==> src/rtl/instr_encoder_pkg.sv <==
// rtl/instr_encoder_pkg.sv - shared state enum, field layout and word packing; parity under INSTR_ENCODER_PARITY_EN
package instr_encoder_pkg;

    typedef enum logic [1:0] {
        ST_IDLE = 2'd0,
        ST_LOAD = 2'd1,
        ST_DONE = 2'd2
    } enc_state_t;

    localparam int IDEN_W     = 2;
    localparam int OPCODE_W   = 4;
    localparam int ADDR_W     = 8;
    localparam int WORD_W     = 16;

    localparam int IDEN_LSB   = 12;
    localparam int OPCODE_LSB = 8;
    localparam int ADDR_LSB   = 0;
    localparam int PARITY_BIT = 15;

    // Builds the memory word; bits [15:14] stay zero unless parity is enabled,
    // in which case bit 15 makes the total number of ones even.
    function automatic logic [WORD_W-1:0] pack_word(
        input logic [IDEN_W-1:0]   iden,
        input logic [OPCODE_W-1:0] opcode,
        input logic [ADDR_W-1:0]   address
    );
        logic [WORD_W-1:0] w;
        w = '0;
        w[IDEN_LSB +: IDEN_W]     = iden;
        w[OPCODE_LSB +: OPCODE_W] = opcode;
        w[ADDR_LSB +: ADDR_W]     = address;
`ifdef INSTR_ENCODER_PARITY_EN
        w[PARITY_BIT] = ^w[PARITY_BIT-1:0];
`endif
        return w;
    endfunction

endpackage

==> src/rtl/instr_encoder_if.sv <==
// rtl/instr_encoder_if.sv - instruction field handshake and memory write bus
interface instr_encoder_if;
    import instr_encoder_pkg::*;

    logic                in_valid;
    logic                in_ready;
    logic [IDEN_W-1:0]   in_iden;
    logic [OPCODE_W-1:0] in_opcode;
    logic [ADDR_W-1:0]   in_address;
    logic                in_last;

    logic                mem_we;
    logic [ADDR_W-1:0]   mem_addr;
    logic [WORD_W-1:0]   mem_wdata;
    logic                mem_ready;

    modport master (
        output in_valid, in_iden, in_opcode, in_address, in_last, mem_ready,
        input  in_ready, mem_we, mem_addr, mem_wdata
    );

    modport slave (
        input  in_valid, in_iden, in_opcode, in_address, in_last, mem_ready,
        output in_ready, mem_we, mem_addr, mem_wdata
    );
endinterface

==> src/rtl/instr_enc_fifo.sv <==
// rtl/instr_enc_fifo.sv - occupancy-counted FIFO holding packed words plus last flag
module instr_enc_fifo #(
    parameter int WIDTH = 17,
    parameter int DEPTH = 4
) (
    input  logic             clk,
    input  logic             rst_n,
    input  logic             clear,
    input  logic             push,
    input  logic [WIDTH-1:0] push_data,
    input  logic             pop,
    output logic [WIDTH-1:0] head_data,
    output logic             empty,
    output logic             full
);
    localparam int PTR_W = $clog2(DEPTH);

    logic [WIDTH-1:0] store [DEPTH];
    logic [PTR_W-1:0] rd_ptr;
    logic [PTR_W-1:0] wr_ptr;
    logic [PTR_W:0]   count;
    logic             do_push;
    logic             do_pop;

    assign empty     = (count == '0);
    assign full      = (count == (PTR_W+1)'(DEPTH));
    assign do_push   = push && !full;
    assign do_pop    = pop && !empty;
    assign head_data = store[rd_ptr];

    // Pointer and occupancy tracking; a push and pop together leave count unchanged.
    always_ff @(posedge clk or negedge rst_n) begin
        if (!rst_n) begin
            rd_ptr <= '0;
            wr_ptr <= '0;
            count  <= '0;
        end else if (clear) begin
            rd_ptr <= '0;
            wr_ptr <= '0;
            count  <= '0;
        end else begin
            if (do_push) wr_ptr <= wr_ptr + 1'b1;
            if (do_pop)  rd_ptr <= rd_ptr + 1'b1;
            if (do_push && !do_pop)      count <= count + 1'b1;
            else if (do_pop && !do_push) count <= count - 1'b1;
        end
    end

    // Word storage; contents are only meaningful below the occupancy count.
    always_ff @(posedge clk) begin
        if (do_push) store[wr_ptr] <= push_data;
    end

endmodule

==> src/rtl/instr_encoder.sv <==
// rtl/instr_encoder.sv - packs instruction fields and streams them into instruction memory; INSTR_ENCODER_PARITY_EN adds parity bit
module instr_encoder
    import instr_encoder_pkg::*;
#(
    parameter int                FIFO_DEPTH = 4,
    parameter logic [ADDR_W-1:0] BASE_ADDR  = 8'h00
) (
    input  logic            clk,
    input  logic            rst_n,
    input  logic            start,
    instr_encoder_if.slave  bus,
    output logic            busy,
    output logic            done,
    output logic            overflow
);
    enc_state_t        state;
    enc_state_t        state_nxt;
    logic [ADDR_W-1:0] wr_ptr;
    logic              wrap;
    logic              last_seen;
    logic              session_start;
    logic              push;
    logic              pop;
    logic              fifo_empty;
    logic              fifo_full;
    logic [WORD_W:0]   head;
    logic              head_last;
    logic [WORD_W-1:0] head_word;

    assign session_start = (state == ST_IDLE) && start;
    assign push          = bus.in_valid && bus.in_ready;
    assign head_last     = head[WORD_W];
    assign head_word     = head[WORD_W-1:0];
    assign bus.mem_addr  = wr_ptr;
    assign bus.mem_wdata = fifo_empty ? '0 : head_word;

    instr_enc_fifo #(
        .WIDTH (WORD_W + 1),
        .DEPTH (FIFO_DEPTH)
    ) u_fifo (
        .clk       (clk),
        .rst_n     (rst_n),
        .clear     (session_start),
        .push      (push),
        .push_data ({bus.in_last, pack_word(bus.in_iden, bus.in_opcode, bus.in_address)}),
        .pop       (pop),
        .head_data (head),
        .empty     (fifo_empty),
        .full      (fifo_full)
    );

    // Session state register.
    always_ff @(posedge clk or negedge rst_n) begin
        if (!rst_n) state <= ST_IDLE;
        else        state <= state_nxt;
    end

    // Next state and handshake outputs; after wrap the head is discarded instead of written.
    always_comb begin
        state_nxt    = state;
        busy         = 1'b0;
        done         = 1'b0;
        bus.in_ready = 1'b0;
        bus.mem_we   = 1'b0;
        pop          = 1'b0;
        case (state)
            ST_IDLE: begin
                if (start) state_nxt = ST_LOAD;
            end
            ST_LOAD: begin
                busy         = 1'b1;
                bus.in_ready = !fifo_full && !last_seen;
                bus.mem_we   = !fifo_empty && !wrap;
                pop          = !fifo_empty && (wrap || bus.mem_ready);
                if (pop && head_last) state_nxt = ST_DONE;
            end
            ST_DONE: begin
                done      = 1'b1;
                state_nxt = ST_IDLE;
            end
            default: state_nxt = ST_IDLE;
        endcase
    end

    // Write pointer, wrap/overflow flags and last-accepted tracking per session.
    always_ff @(posedge clk or negedge rst_n) begin
        if (!rst_n) begin
            wr_ptr    <= BASE_ADDR;
            wrap      <= 1'b0;
            overflow  <= 1'b0;
            last_seen <= 1'b0;
        end else if (session_start) begin
            wr_ptr    <= BASE_ADDR;
            wrap      <= 1'b0;
            overflow  <= 1'b0;
            last_seen <= 1'b0;
        end else begin
            if (push && bus.in_last) last_seen <= 1'b1;
            if (pop) begin
                if (wrap)               overflow <= 1'b1;
                else if (wr_ptr == '1)  wrap     <= 1'b1;
                else                    wr_ptr   <= wr_ptr + 1'b1;
            end
        end
    end

endmodule

==> src/flat_wrapper.sv <==
// flat-port wrapper written by rule: the top's interface ports become plain ports
module instr_encoder_flat import instr_encoder_pkg::*;
#(
    parameter int                FIFO_DEPTH = 4,
    parameter logic [ADDR_W-1:0] BASE_ADDR  = 8'h00
)
  (clk, rst_n, start, busy, done, overflow, bus_in_valid, bus_in_iden, bus_in_opcode, bus_in_address, bus_in_last, bus_mem_ready, bus_in_ready, bus_mem_we, bus_mem_addr, bus_mem_wdata);
  instr_encoder_if bus_i ();
  input  logic clk;
  input  logic rst_n;
  input  logic start;
  output logic busy;
  output logic done;
  output logic overflow;
  input wire logic [$bits(bus_i.in_valid)-1:0] bus_in_valid;
  input wire logic [$bits(bus_i.in_iden)-1:0] bus_in_iden;
  input wire logic [$bits(bus_i.in_opcode)-1:0] bus_in_opcode;
  input wire logic [$bits(bus_i.in_address)-1:0] bus_in_address;
  input wire logic [$bits(bus_i.in_last)-1:0] bus_in_last;
  input wire logic [$bits(bus_i.mem_ready)-1:0] bus_mem_ready;
  output wire logic [$bits(bus_i.in_ready)-1:0] bus_in_ready;
  output wire logic [$bits(bus_i.mem_we)-1:0] bus_mem_we;
  output wire logic [$bits(bus_i.mem_addr)-1:0] bus_mem_addr;
  output wire logic [$bits(bus_i.mem_wdata)-1:0] bus_mem_wdata;
  assign bus_i.in_valid = bus_in_valid;
  assign bus_i.in_iden = bus_in_iden;
  assign bus_i.in_opcode = bus_in_opcode;
  assign bus_i.in_address = bus_in_address;
  assign bus_i.in_last = bus_in_last;
  assign bus_i.mem_ready = bus_mem_ready;
  assign bus_in_ready = bus_i.in_ready;
  assign bus_mem_we = bus_i.mem_we;
  assign bus_mem_addr = bus_i.mem_addr;
  assign bus_mem_wdata = bus_i.mem_wdata;
  instr_encoder #(.FIFO_DEPTH(FIFO_DEPTH), .BASE_ADDR(BASE_ADDR)) u_core (.clk(clk), .rst_n(rst_n), .start(start), .bus(bus_i), .busy(busy), .done(done), .overflow(overflow));
endmodule
==> config.mk <==
export PLATFORM = sky130hd
export DESIGN_NAME = instr_encoder_flat
export DESIGN_NICKNAME = d
export VERILOG_FILES = /design/src/rtl/instr_encoder_pkg.sv /design/src/rtl/instr_encoder_if.sv /design/src/rtl/instr_enc_fifo.sv /design/src/rtl/instr_encoder.sv /design/src/flat_wrapper.sv
export SDC_FILE = /design/constraint.sdc
export NUM_CORES = 1
export LEC_CHECK = 0
export ABC_AREA = 1
export CAP_MARGIN = 20
export CELL_PAD_IN_SITES_DETAIL_PLACEMENT = 1
export CELL_PAD_IN_SITES_GLOBAL_PLACEMENT = 1
export CORE_MARGIN = 2
export CORE_UTILIZATION = 37
export CTS_CLUSTER_DIAMETER = 60
export DETAILED_ROUTE_END_ITERATION = 12
export PLACE_DENSITY_LB_ADDON = 0.1
export SLEW_MARGIN = 20
export SYNTH_ARGS = -nofsm -noshare
export SYNTH_HDL_FRONTEND = slang
export SYNTH_SLANG_ARGS = --single-unit
==> constraint.sdc <==
create_clock -name clk -period 4.3 [get_ports clk]
set_input_delay 1.29 -clock clk [delete_from_list [all_inputs] [get_ports clk]]
set_output_delay 1.29 -clock clk [all_outputs]
set_load 0.01 [all_outputs]
==> flow_metrics.env, run 1 <==
export IMPL_hold_viol_final=0
export IMPL_vias=2422
export IMPL_drt_wirelength_per_cell_um=14.92
export IMPL_post_cts_buffers=0
export IMPL_area_growth_pct=22.01
export IMPL_finalClockSkew_ps=15.61
export IMPL_crit_path_end_kind="output port"
export IMPL_grt_max_degree=34
export IMPL_first_pass_iters=4
export IMPL_grt_use_total_pct=16.85
export IMPL_grt_ovfl_total=0
export IMPL_period_minus_slack_ps=3586
export IMPL_rsz0062_at_grt="false"
export IMPL_layout_commonest_cell="nor2_1"
export IMPL_layout_common_cells="70 x nor2_1, 60 x edfxtp_1, 45 x nand2_1, 45 x clkdlybuf4s50_1, 34 x o21ai_0"
export IMPL_yosys_warnings=0
export IMPL_arrival_ps=2300
export IMPL_finalSetupViolations=0
export IMPL_power_w=0.002790
export IMPL_synth_area_per_cell_um2=10.82
export IMPL_cts_tree="built"
export IMPL_cts_root_buf="clkbuf_8"
export IMPL_num_antenna_cells=0
export IMPL_path_clk_slew_ps=80
export IMPL_clock_latency_ps=350
export IMPL_multi_input_area_um2=1082
export IMPL_regToRegSetupSlack_ps=2270
export IMPL_synth_top_area_share_pct=50.31
export IMPL_drive_gt1_share_pct=11.31
export IMPL_drv_slew=0
export IMPL_grt_pass1_vias=2598
export IMPL_ys_ff_latch=80
export IMPL_worstPathMaxFanout=30
export IMPL_crit_path_start_kind="register"
export IMPL_cts_buffers=9
export IMPL_numPortBuffers=46
export IMPL_initial_utilization_pct=38.39
export IMPL_clock_sinks=80
export IMPL_num_rows=35
export IMPL_r2r_end="u_core.u_fifo.count[1]"
export IMPL_cp_endpoint="bus_mem_wdata[9]"
export IMPL_power_leakage_nw=1.703
export IMPL_gp_congestion=0.7644
export IMPL_placed_area_um2=4180
export IMPL_power_density_nw_per_um2=638.6
export IMPL_outcome="complete, no violations"
export IMPL_holdBufCountCts=0
export IMPL_required_ps=3010
export IMPL_crit_type="reg -> out"
export IMPL_ir_worst_vdd_v=0.0003249
export IMPL_tns_ps=0
export IMPL_final_design_area_no_fill_um2=4369
export IMPL_worstHoldPathType="reg -> reg"
export IMPL_reg2reg_from="u_core.u_fifo.count[0]"
export IMPL_tightest_slew_ps=784.9
export IMPL_ys_types=31
export IMPL_synth_top_area_cell="edfxtp_1"
export IMPL_maxCapViolCount=0
export IMPL_yosysSeqAreaShare_pct=64.29
export IMPL_dpl_cell_count=502
export IMPL_wirelength_um=7731
export IMPL_die_area_um2=10480
export IMPL_synth_area_leaders="edfxtp_1 50%, dfrtp_1 14%, nor2_1 7.3%, o21ai_0 4.8%, nand2_1 4.7%"
export IMPL_rr_worst_depth=7
export IMPL_dieHeight_um=102.4
export IMPL_timing_critical_path_from="u_core.u_fifo.rd_ptr[0]"
export IMPL_hold_start="u_core.overflow"
export IMPL_dieWidth_um=102.4
export IMPL_utilization_pct=46.84
export IMPL_htree_levels=3
export IMPL_hpwl_um=4997
export IMPL_synth_area_um2=3581
export IMPL_drt_iter0_drc=75
export IMPL_syn_inst=331
export IMPL_grt_first_pass_wirelength_um=13280
export IMPL_fin_crit_sh_pct=83.40
export IMPL_seqCellArea_um2=2302
export IMPL_nFillCells=1050
export IMPL_core_um2=9328
export IMPL_max_freq_ghz=0.2788
export IMPL_io_pins=49
export IMPL_antenna_found_initial=0
export IMPL_cts_resized=0
export IMPL_slew_headroom_pct=47.61
export IMPL_vias_per_cell=4.676
export IMPL_final_cells=518
export IMPL_final_nets=411
export IMPL_ant_nets=0
export IMPL_clockBufferDepth=2
export IMPL_route_detailed_drc=0
-- final cells by class --
cell class / count / share of cell area [%]
Sequential cell: 80 / 52.69
Multi-Input combinational cell: 211 / 24.77
Timing Repair Buffer: 55 / 11.97
Tap cell: 129 / 3.694
Clock buffer: 9 / 2.835
Inverter: 27 / 2.434
Clock inverter: 7 / 1.604
-- how the worst min path moves through the flow --
| stage | to | slack [ps] | cells past startpoint |
|---|---|---|---|
| final | u_core.overflow | 500 | 1 |
| after global routing | u_core.overflow | 540 | 1 |
| after CTS | u_core.overflow | 510 | 1 |
| after detailed placement | u_core.overflow | 480 | 1 |
| after global placement | u_core.overflow | 490 | 1 |
| after floorplan | u_core.u_fifo.count[1] | 490 | 2 |
-- report_power, final --
group          leakage [nW]  internal (W)  switching, W
Combinational         0.803      0.000510      0.000701
Clock                0.0909      0.000267      0.000279
Sequential            0.809      0.000960     0.0000734
Total                  1.70       0.00174       0.00105
-- cell usage after synthesis --
cell type / count
nand3_1: 9
dfrtp_1: 20
nand3_2: 3
nand2_1: 45
nor2_1: 70
nor3_1: 2
xnor2_1: 2
o21a_1: 1
nand2_2: 2
clkbuf_2: 2
fa_1: 1
buf_2: 4
nand2_4: 3
edfxtp_1: 60
buf_6: 1
nor2_2: 1
a21oi_1: 17
ha_1: 6
nand3b_1: 1
nor2_4: 1
o31ai_1: 1
nand3_4: 2
conb_1: 1
nor3_2: 1
inv_1: 20
inv_2: 6
xor2_1: 6
o21ai_0: 34
nand4_1: 1
clkinv_4: 1
buf_4: 7
-- sequential cells by signal, indices dropped and copies added (netlist names) --
register / count
u_core.last_seen: 1
u_core.u_fifo.store: 60
u_core.wrap: 1
u_core.u_fifo.wr_ptr: 2
u_core.u_fifo.rd_ptr: 2
u_core.u_fifo.count: 3
u_core.state: 2
u_core.overflow: 1
u_core.bus.mem_addr: 8
-- critical path: stages, from the launching register on --
cell             delay [ps]
dfrtp_1                 390
inv_1                   580
o21ai_0                 250
a21oi_1                 190
clkdlybuf4s50_1         550
-- routing by layer --
layer	GRT usage, %	wire length (µm)
met1	21.69	3714
met3	3.010	223
met2	28.24	3663
met5	0	0
met4	6.872	130
-- through the flow --
step	hold slack (ps)	setup WS [ps]
finish	504.7	713.8
floorplan	491.7	1800
CTS	513.0	627.9
global route	537.5	451.3
detailed placement	482.4	1037
global placement	488.0	1086
-- cells by family after synthesis --
kind of cell	share of synthesized area, %
AO/OA/AOI/OAI	7.547
XOR/XNOR	1.957
AND/OR/NAND/NOR	17.85
buffers and inverters	5.590
flip-flops	64.29
other	0.1047
adder cells (fa/ha/maj)	2.655
No activity file was read; power rests on OpenSTA's default activity.
==> run 2, diff against run 1 <==
==> constraint.sdc (replaced) <==
create_clock -name clk -period 3 [get_ports clk]
set_input_delay 0.9 -clock clk [delete_from_list [all_inputs] [get_ports clk]]
set_output_delay 0.9 -clock clk [all_outputs]
set_load 0.01 [all_outputs]
==> flow_metrics.env, run 2 (synthesized netlist as in run 1, its figures left out) <==
export IMPL_outcome="complete, no violations"
export IMPL_hpwl_um=5279
export IMPL_placed_area_um2=4200
export IMPL_drt_wirelength_per_cell_um=15.46
export IMPL_seqCellArea_um2=2305
export IMPL_holdWs_ps=496.7
export IMPL_crit_path_start_kind="register"
export IMPL_area_growth_pct=23.97
export IMPL_holdBufCountCts=0
export IMPL_first_pass_iters=4
export IMPL_maxCapViolCount=0
export IMPL_cts_root_buf="clkbuf_8"
export IMPL_power_w=0.004131
export IMPL_crit_path_end_kind="output port"
export IMPL_slowest_delay_ps=550
export IMPL_initial_utilization_pct=38.39
export IMPL_finalSetupViolations=0
export IMPL_path_clk_slew_ps=80
export IMPL_crit_chain="buf_12 -> nor2_1 -> nor2_1 -> o21ai_0 -> a21oi_1 -> clkdlybuf4s50_1"
export IMPL_clock_latency_ps=350
export IMPL_grt_use_total_pct=16.73
export IMPL_io_pins=49
export IMPL_met2_usage_pct=29.35
export IMPL_crit_path_frequent_cell="nor2_1"
export IMPL_dieWidth_um=102.4
export IMPL_cts_buffers=9
export IMPL_final_nets=413
export IMPL_dieHeight_um=102.4
export IMPL_largest_reg_flops=60
export IMPL_post_cts_buffers=0
export IMPL_clock_sinks=80
export IMPL_nFillCells=1039
export IMPL_gp_congestion=0.7047
export IMPL_fin_crit_sh_pct=96.47
export IMPL_arrival_ps=1990
export IMPL_ir_worst_vdd_v=0.0004086
export IMPL_power_density_nw_per_um2=930.5
export IMPL_hold_viol_final=0
export IMPL_layout_commonest_cell="nor2_1"
export IMPL_worstHoldPathType="reg -> reg"
export IMPL_layout_common_cells="70 x nor2_1, 60 x edfxtp_1, 45 x nand2_1, 44 x clkdlybuf4s50_1, 34 x o21ai_0"
export IMPL_required_ps=2100
export IMPL_num_antenna_cells=0
export IMPL_numPortBuffers=46
export IMPL_grt_max_degree=34
export IMPL_grt_pass1_vias=2590
export IMPL_finalClockSkew_ps=10.04
export IMPL_vias=2449
export IMPL_clockBufferDepth=2
export IMPL_power_leakage_nw=1.754
export IMPL_multi_input_area_um2=1082
export IMPL_period_minus_slack_ps=2894
export IMPL_grt_first_pass_wirelength_um=13140
export IMPL_wirelength_um=8038
export IMPL_num_rows=35
export IMPL_top_register="u_core.u_fifo.store"
export IMPL_met3_usage_pct=2.531
export IMPL_final_design_area_no_fill_um2=4439
export IMPL_cp_slowest_cell="clkdlybuf4s50_1"
export IMPL_die_area_um2=10480
export IMPL_drt_iter0_drc=32
export IMPL_met1_usage_pct=20.89
export IMPL_ant_nets=0
export IMPL_grt_busiest_layer="met2"
export IMPL_drv_slew=0
export IMPL_drive_gt1_share_pct=12.28
export IMPL_cts_tree="built"
export IMPL_max_freq_ghz=0.3455
export IMPL_antenna_found_initial=0
export IMPL_htree_levels=3
export IMPL_tns_ps=0
export IMPL_grt_ovfl_total=0
export IMPL_core_um2=9328
export IMPL_route_detailed_drc=0
export IMPL_crit_type="reg -> out"
export IMPL_vias_per_cell=4.710
export IMPL_worstPathMaxFanout=17
## run 2: changes by cell type in the layout (fill, tap and decap cells not counted), moves of 2 or more
cell / change
clkinv_2: +2
buf_4: -2
dfrtp_1: -2
buf_12: +2
dfrtp_2: +2
dlymetal6s2s_1: +2
## run 2: where the power goes
part | total [W] | switching [W] | internal (W) | leakage [nW]
Clock | 0.000765 | 0.000384 | 0.000381 | 0.0937
Sequential | 0.00150 | 0.000127 | 0.00138 | 0.806
Combinational | 0.00186 | 0.00104 | 0.000818 | 0.854
## run 2: cell type report
class	count	share of cell area, %
Sequential cell	80	51.92
Multi-Input combinational cell	211	24.38
Timing Repair Buffer	57	13.39
Tap cell	129	3.636
Clock buffer	10	2.875
Inverter	27	2.452
Clock inverter	6	1.353
## run 2: worst paths after layout
kind / from / end / slack [ps] / depth (start not counted)
setup / recovery: u_core.u_fifo.rd_ptr[0] / bus_mem_wdata[12] / 110 / 6
hold / removal: u_core.overflow / u_core.overflow / 500 / 1
setup reg to reg: u_core.u_fifo.count[0] / u_core.u_fifo.count[2] / 960 / 9
hold reg to reg: u_core.overflow / u_core.overflow / 500 / 1
max in group asynchronous: rst_n / u_core.u_fifo.rd_ptr[0] / 1860 / 2
min in group asynchronous: rst_n / u_core.bus.mem_addr[5] / 890 / 2
## run 2: timing repair
item | CTS | global route
gates resized for setup | 2 | 8
cloned | 0 | 1
endpoints found under the setup margin | 2 | 10
pin swaps | 0 | 0
## run 2: worst max-delay path, delay by kind of cell (launching register included)
kind                   cells  cell delay [ps]
AO/OA/AOI/OAI              2              290
buffers and inverters      2              730
flip-flops                 1              450
AND/OR/NAND/NOR            2              180
## run 2: metal layers
metal,vias to the layer above,share of wire [%]
li1,1209,-
met1,1186,45
met2,45,51
met3,9,3.1
met4,0,1.1
met5,-,0
## run 2: stage by stage
step,setup slack (ps),utilization (%),cells
after detailed placement,336.5,45.03,503
after floorplan,889.8,-,332
final,105.9,47.59,520
after global placement,391.4,45.03,503
after CTS,17.98,47.08,519
after global routing,-5.333,47.59,520
